$ cat config.mk
export PLATFORM = sky130hd
export DESIGN_NAME = cla_wide_addsub_seq_flat
export DESIGN_NICKNAME = d
export VERILOG_FILES = /design/src/rtl/cla_wide_addsub_seq_if.sv /design/src/rtl/cla_wide_addsub_seq.sv /design/src/flat_wrapper.sv
export SDC_FILE = /design/constraint.sdc
export NUM_CORES = 1
export LEC_CHECK = 0
export CAP_MARGIN = 20
export CORE_UTILIZATION = 52
export CTS_BUF_LIST = sky130_fd_sc_hd__clkbuf_16
export DETAILED_ROUTE_END_ITERATION = 6
export HOLD_SLACK_MARGIN = 0.1
export PLACE_DENSITY = 0.81
export SLEW_MARGIN = 20
export SYNTH_ARGS = -nofsm -noshare
export SYNTH_HDL_FRONTEND = slang
export SYNTH_HIERARCHICAL = 1
export SYNTH_SLANG_ARGS = --single-unit
$ cat constraint.sdc
create_clock -name clk -period 4.8 [get_ports clk]
set_input_delay 0.96 -clock clk [delete_from_list [all_inputs] [get_ports clk]]
set_output_delay 0.96 -clock clk [all_outputs]
set_load 0.05 [all_outputs]
$ cat src/rtl/cla_wide_addsub_seq_if.sv
// Start/done handshake and operand/result bundle for cla_wide_addsub_seq.
// CLA_WIDE_CARRY_CHAIN_EN adds the cin operand bit.
interface cla_wide_addsub_seq_if #(
    parameter int N_CHUNKS = 2
);
    localparam int W = 16 * N_CHUNKS;

    logic         start;
    logic         op;
    logic [W-1:0] a;
    logic [W-1:0] b;
`ifdef CLA_WIDE_CARRY_CHAIN_EN
    logic         cin;
`endif
    logic         ready;
    logic         busy;
    logic         done;
    logic [W-1:0] result;
    logic         carry;
    logic         overflow;
    logic         zero;

`ifdef CLA_WIDE_CARRY_CHAIN_EN
    modport master (
        output start, op, a, b, cin,
        input  ready, busy, done, result, carry, overflow, zero
    );
    modport slave (
        input  start, op, a, b, cin,
        output ready, busy, done, result, carry, overflow, zero
    );
`else
    modport master (
        output start, op, a, b,
        input  ready, busy, done, result, carry, overflow, zero
    );
    modport slave (
        input  start, op, a, b,
        output ready, busy, done, result, carry, overflow, zero
    );
`endif
endinterface

$ cat src/rtl/cla_wide_addsub_seq.sv
// Multi-cycle wide add/subtract: one 16-bit CLA slice reused LSB-first, carry fed back.
// Optional macro CLA_WIDE_CARRY_CHAIN_EN: slice-0 carry-in comes from the cin operand.
module cla_16bit_lcu (
    input  logic [15:0] a_i,
    input  logic [15:0] b_i,
    input  logic        c_i,
    output logic [15:0] sum_o,
    output logic        c_o
);
    logic [15:0] g;
    logic [15:0] p;
    logic [15:0] cv;
    logic [3:0]  gg;
    logic [3:0]  pg;
    logic [3:0]  gc;
    logic        ct;

    always_comb begin
        g  = a_i & b_i;
        p  = a_i ^ b_i;
        cv = '0;
        ct = 1'b0;
        for (int k = 0; k < 4; k++) begin
            gg[k] = g[4*k+3]
                  | (p[4*k+3] & g[4*k+2])
                  | (p[4*k+3] & p[4*k+2] & g[4*k+1])
                  | (p[4*k+3] & p[4*k+2] & p[4*k+1] & g[4*k]);
            pg[k] = &p[4*k +: 4];
        end
        // Second-level lookahead: group carries straight from c_i.
        gc[0] = c_i;
        gc[1] = gg[0] | (pg[0] & c_i);
        gc[2] = gg[1] | (pg[1] & gg[0]) | (pg[1] & pg[0] & c_i);
        gc[3] = gg[2] | (pg[2] & gg[1]) | (pg[2] & pg[1] & gg[0])
              | (pg[2] & pg[1] & pg[0] & c_i);
        c_o   = gg[3] | (pg[3] & gg[2]) | (pg[3] & pg[2] & gg[1])
              | (pg[3] & pg[2] & pg[1] & gg[0])
              | (pg[3] & pg[2] & pg[1] & pg[0] & c_i);
        for (int k = 0; k < 4; k++) begin
            for (int j = 0; j < 4; j++) begin
                ct = gc[k];
                for (int m = 0; m < j; m++) begin
                    ct = g[4*k+m] | (p[4*k+m] & ct);
                end
                cv[4*k+j] = ct;
            end
        end
    end

    assign sum_o = p ^ cv;
endmodule

// state  | meaning
// S_IDLE | waiting for start; ready=1
// S_RUN  | one 16-bit slice per cycle, cnt_q selects the slice; busy=1
// S_DONE | result and flags valid for this cycle; ready=1, start accepted
module cla_wide_addsub_seq #(
    parameter int N_CHUNKS = 2
) (
    input  logic                   clk,
    input  logic                   rst_n,
    cla_wide_addsub_seq_if.slave   bus
);
    localparam int W  = 16 * N_CHUNKS;
    localparam int CW = (N_CHUNKS > 1) ? $clog2(N_CHUNKS) : 1;
    localparam logic [CW-1:0] CNT_LAST = CW'(N_CHUNKS - 1);

    typedef enum logic [1:0] {
        S_IDLE = 2'd0,
        S_RUN  = 2'd1,
        S_DONE = 2'd2
    } state_t;

    state_t        state_q, state_d;
    logic [CW-1:0] cnt_q, cnt_d;
    logic [W-1:0]  a_q, a_d;
    logic [W-1:0]  b_q, b_d;
    logic          c0_q, c0_d;
    logic [W-1:0]  result_q, result_d;
    logic          carry_q, carry_d;
    logic          ovf_q, ovf_d;
    logic          zero_q, zero_d;

    logic          accept;
    logic [15:0]   add_a;
    logic [15:0]   add_b;
    logic          add_c;
    logic [15:0]   add_sum;
    logic          add_co;

    cla_16bit_lcu u_lcu (
        .a_i   (add_a),
        .b_i   (add_b),
        .c_i   (add_c),
        .sum_o (add_sum),
        .c_o   (add_co)
    );

    assign accept = bus.start && (state_q != S_RUN);

    always_comb begin
        add_a = '0;
        add_b = '0;
        for (int i = 0; i < N_CHUNKS; i++) begin
            if (cnt_q == CW'(i)) begin
                add_a = a_q[16*i +: 16];
                add_b = b_q[16*i +: 16];
            end
        end
        add_c = (cnt_q == '0) ? c0_q : carry_q;
    end

    always_comb begin
        state_d  = state_q;
        cnt_d    = cnt_q;
        a_d      = a_q;
        b_d      = b_q;
        c0_d     = c0_q;
        result_d = result_q;
        carry_d  = carry_q;
        ovf_d    = ovf_q;
        zero_d   = zero_q;

        case (state_q)
            S_IDLE: begin
                if (bus.start) begin
                    state_d = S_RUN;
                end
            end
            S_RUN: begin
                for (int i = 0; i < N_CHUNKS; i++) begin
                    if (cnt_q == CW'(i)) begin
                        result_d[16*i +: 16] = add_sum;
                    end
                end
                carry_d = add_co;
                if (cnt_q == CNT_LAST) begin
                    // Flags look at the fully assembled result, including this slice.
                    ovf_d   = (a_q[W-1] == b_q[W-1]) && (result_d[W-1] != a_q[W-1]);
                    zero_d  = (result_d == '0);
                    state_d = S_DONE;
                end else begin
                    cnt_d = cnt_q + CW'(1);
                end
            end
            S_DONE: begin
                state_d = bus.start ? S_RUN : S_IDLE;
            end
            default: begin
                state_d = S_IDLE;
            end
        endcase

        if (accept) begin
            cnt_d = '0;
            a_d   = bus.a;
            b_d   = bus.op ? ~bus.b : bus.b;
`ifdef CLA_WIDE_CARRY_CHAIN_EN
            c0_d  = bus.cin;
`else
            c0_d  = bus.op;
`endif
        end
    end

    always_ff @(posedge clk) begin
        if (!rst_n) begin
            state_q  <= S_IDLE;
            cnt_q    <= '0;
            a_q      <= '0;
            b_q      <= '0;
            c0_q     <= 1'b0;
            result_q <= '0;
            carry_q  <= 1'b0;
            ovf_q    <= 1'b0;
            zero_q   <= 1'b0;
        end else begin
            state_q  <= state_d;
            cnt_q    <= cnt_d;
            a_q      <= a_d;
            b_q      <= b_d;
            c0_q     <= c0_d;
            result_q <= result_d;
            carry_q  <= carry_d;
            ovf_q    <= ovf_d;
            zero_q   <= zero_d;
        end
    end

    assign bus.ready    = (state_q == S_IDLE) || (state_q == S_DONE);
    assign bus.busy     = (state_q == S_RUN);
    assign bus.done     = (state_q == S_DONE);
    assign bus.result   = result_q;
    assign bus.carry    = carry_q;
    assign bus.overflow = ovf_q;
    assign bus.zero     = zero_q;
endmodule

$ cat src/flat_wrapper.sv
// flat-port wrapper written by rule: the top's interface ports become plain ports
module cla_wide_addsub_seq_flat 
#(
    parameter int N_CHUNKS = 2
)
  (clk, rst_n, bus_start, bus_op, bus_a, bus_b, bus_ready, bus_busy, bus_done, bus_result, bus_carry, bus_overflow, bus_zero);
  cla_wide_addsub_seq_if #(.N_CHUNKS(N_CHUNKS)) bus_i ();
  input  logic clk;
  input  logic rst_n;
  input wire logic [$bits(bus_i.start)-1:0] bus_start;
  input wire logic [$bits(bus_i.op)-1:0] bus_op;
  input wire logic [$bits(bus_i.a)-1:0] bus_a;
  input wire logic [$bits(bus_i.b)-1:0] bus_b;
  output wire logic [$bits(bus_i.ready)-1:0] bus_ready;
  output wire logic [$bits(bus_i.busy)-1:0] bus_busy;
  output wire logic [$bits(bus_i.done)-1:0] bus_done;
  output wire logic [$bits(bus_i.result)-1:0] bus_result;
  output wire logic [$bits(bus_i.carry)-1:0] bus_carry;
  output wire logic [$bits(bus_i.overflow)-1:0] bus_overflow;
  output wire logic [$bits(bus_i.zero)-1:0] bus_zero;
  assign bus_i.start = bus_start;
  assign bus_i.op = bus_op;
  assign bus_i.a = bus_a;
  assign bus_i.b = bus_b;
  assign bus_ready = bus_i.ready;
  assign bus_busy = bus_i.busy;
  assign bus_done = bus_i.done;
  assign bus_result = bus_i.result;
  assign bus_carry = bus_i.carry;
  assign bus_overflow = bus_i.overflow;
  assign bus_zero = bus_i.zero;
  cla_wide_addsub_seq #(.N_CHUNKS(N_CHUNKS)) u_core (.clk(clk), .rst_n(rst_n), .bus(bus_i));
endmodule
==> results.tsv <==
metric	value	unit
grt_use_total	0.240	
cts_buffer_depth	2	
path_cells	buf_4 -> mux2_2 -> ha_1 -> a21oi_1 -> nor2_1 -> a211oi_1 -> nand3_2 -> fa_1 -> fa_1 -> fa_1 -> xor2_1 -> nor4_1 -> and4_1 -> nand4_1 -> o21ai_1	
hold_viol	0	
drc	0	
htree_num_levels	3	
finalSetupViolCount	0	
crit_type	register to register	
maxCapViolations	0	
tightest_slew	1020	ps
cts_sinks	103	
yosys_most_used_dff	dfxtp_1	
min_period_over_period	0.884	
synth_cells	578	
critical_path_required	5070	ps
worst_slack	556	ps
slowest_delay	420	ps
first_global_vias	4159	
ys_ff_latch	103	
rsz0062_at_grt	no	
drt-total-wl	12200	um
synth.avg_cell_area	9.13	um2
status	finished, final reports clean	
synth_cell_types	40	
place_ws	612	ps
startpoint_type	register	
max_freq	236	MHz
powerDensity	323	nW/um2
grt_max_degree	98	
drive_gt1_frac	0.0893	
areaGrowthSynthToFinish	24.3	%
yosys_warnings	6	
port_buffers	105	
final_common_cell	nand2_1	
place_congestion	0.859	
hp-class	register to register	
dpl-instance-area	6290	um2
slew_violations	0	
first_pass_iters	5	
layout_common_cells	nand2_1 (171), clkdlybuf4s50_1 (103), dfxtp_1 (103)	
max_slew_margin	0.321	
avgViaCountPerCell	5.27	
critPathTopFamily	adder cells	
postCtsHoldBufs	0	
irDropWorstVdd	0.206	mV
cts_resized	0	
die_w	103	um
diodes	0	
cts_root_buffer	clkbuf_16	
netlist_area	5280	um2
finalNetCount	754	
grt_antenna_before_repair	0	
synth_edf_count	0	
cp-end-kind	register	
period_minus_slack	4240	ps
total_power	0.00212	W
worstSkewPairLatency	340	ps
numCtsBuffers	9	
ant_nets	0	
slowest_stage	mux2_2	
p_leak	2.80	nW
die_y	103	um
io_pins	106	
cts_tree	yes	
worst_path_most_repeated_cell	fa_1	
core	9820	um2
path_buf_inv	1	
clock_skew	7.04	ps
dpl.hpwl	9270	um
vias	4182	
start_util	0.537	
cts_setup_buffers	0	
grt-ovfl-total	0	
stdcell_area	6560	um2
fin_tns_setup	0	ps
syn_nets	674	
grt_pass1_wl	19400	um
ys_seq_area_frac	0.391	
fp-row-count	36	
drt-initial-drc-count	181	
wl_per_cell	15.4	um
clk_pin_slew_worst_paths	70	ps
dieArea	10600	um2
async_reset_ff_frac	0	
path_max_fanout	26	
arrival	4510	ps
-- power breakdown --
part	internal, W	switching [W]	total (W)
clock	0.000353	0.000317	0.000670
sequential	0.000913	0.0000375	0.000950
combinational	0.000218	0.000277	0.000495
total	0.00148	0.000631	0.00212
-- kinds of logic after synthesis --
| group | count (synthesis) | synth area share |
|---|---|---|
| compound gates | 116 | 0.179 |
| mux | 33 | 0.0704 |
| simple gates | 207 | 0.165 |
| flops | 103 | 0.391 |
| xor+xnor | 36 | 0.0598 |
| fa+ha+maj | 28 | 0.0835 |
| buf+inv | 55 | 0.0522 |
-- final cells by class --
class	count	area, um2
multi-input combinational	420	2940
sequential	103	2060
clock inverter	5	43.8
timing repair buffer	108	1060
inverter	16	60.1
tap	133	166
clock buffer	9	225
fill	840	3260
-- cell usage after synthesis, drive strengths merged (4+ instances only) --
| cell | number | area [um2] |
|---|---|---|
| clkbuf | 14 | 52.6 |
| nor2 | 7 | 28.8 |
| mux2 | 33 | 372 |
| a21oi | 5 | 28.8 |
| buf | 25 | 163 |
| inv | 16 | 60.1 |
| fa | 12 | 240 |
| dfxtp | 103 | 2060 |
| nand2 | 171 | 642 |
| ha | 16 | 200 |
| nor4 | 6 | 37.5 |
| o211a | 33 | 330 |
| a21boi | 68 | 510 |
| nor2b | 4 | 25.0 |
| xnor2 | 34 | 298 |
-- flip-flops by register name, summed over array words and instances, names as in the netlist --
name / flops
u_core/a_q: 32
u_core/b_q: 32
u_core/bus.carry: 1
u_core/bus.overflow: 1
u_core/bus.result: 32
u_core/bus.zero: 1
u_core/c0_q: 1
u_core/cnt_q: 1
u_core/state_q: 2
-- worst min-delay path: stages (launching register included) --
cell      delay, ps
dfxtp_1         310
nand2_1          50
a21boi_1         50
-- per-stage QoR --
stage	hold slack [ps]	utilization	cells
after floorplan	440	-	578
after global placement	445	0.641	780
after global routing	475	0.668	794
after CTS	461	0.668	794
after detailed placement	451	0.641	780
final	457	0.668	794
-- path summary, 6_finish.rpt --
check / end / slack [ps] / cells after the start / startpoint
min: u_core/bus.result[27]$_SDFFE_PN0P_ / 460 / 2 / u_core/bus.result[27]$_SDFFE_PN0P_
max reg2reg: u_core/bus.zero$_SDFFE_PN0P_ / 560 / 15 / u_core/cnt_q$_SDFFE_PP0P_
min reg2reg: u_core/bus.result[27]$_SDFFE_PN0P_ / 460 / 2 / u_core/bus.result[27]$_SDFFE_PN0P_
max: u_core/bus.zero$_SDFFE_PN0P_ / 560 / 15 / u_core/cnt_q$_SDFFE_PP0P_
-- metal layers --
metal	global-route usage	share of wire	wire [um]
met1	0.271	0.42	5100
met2	0.456	0.52	6380
met3	0.0325	0.040	484
met4	0.0867	0.019	229
met5	0	0	0
No activity file was read; power rests on OpenSTA's default activity.
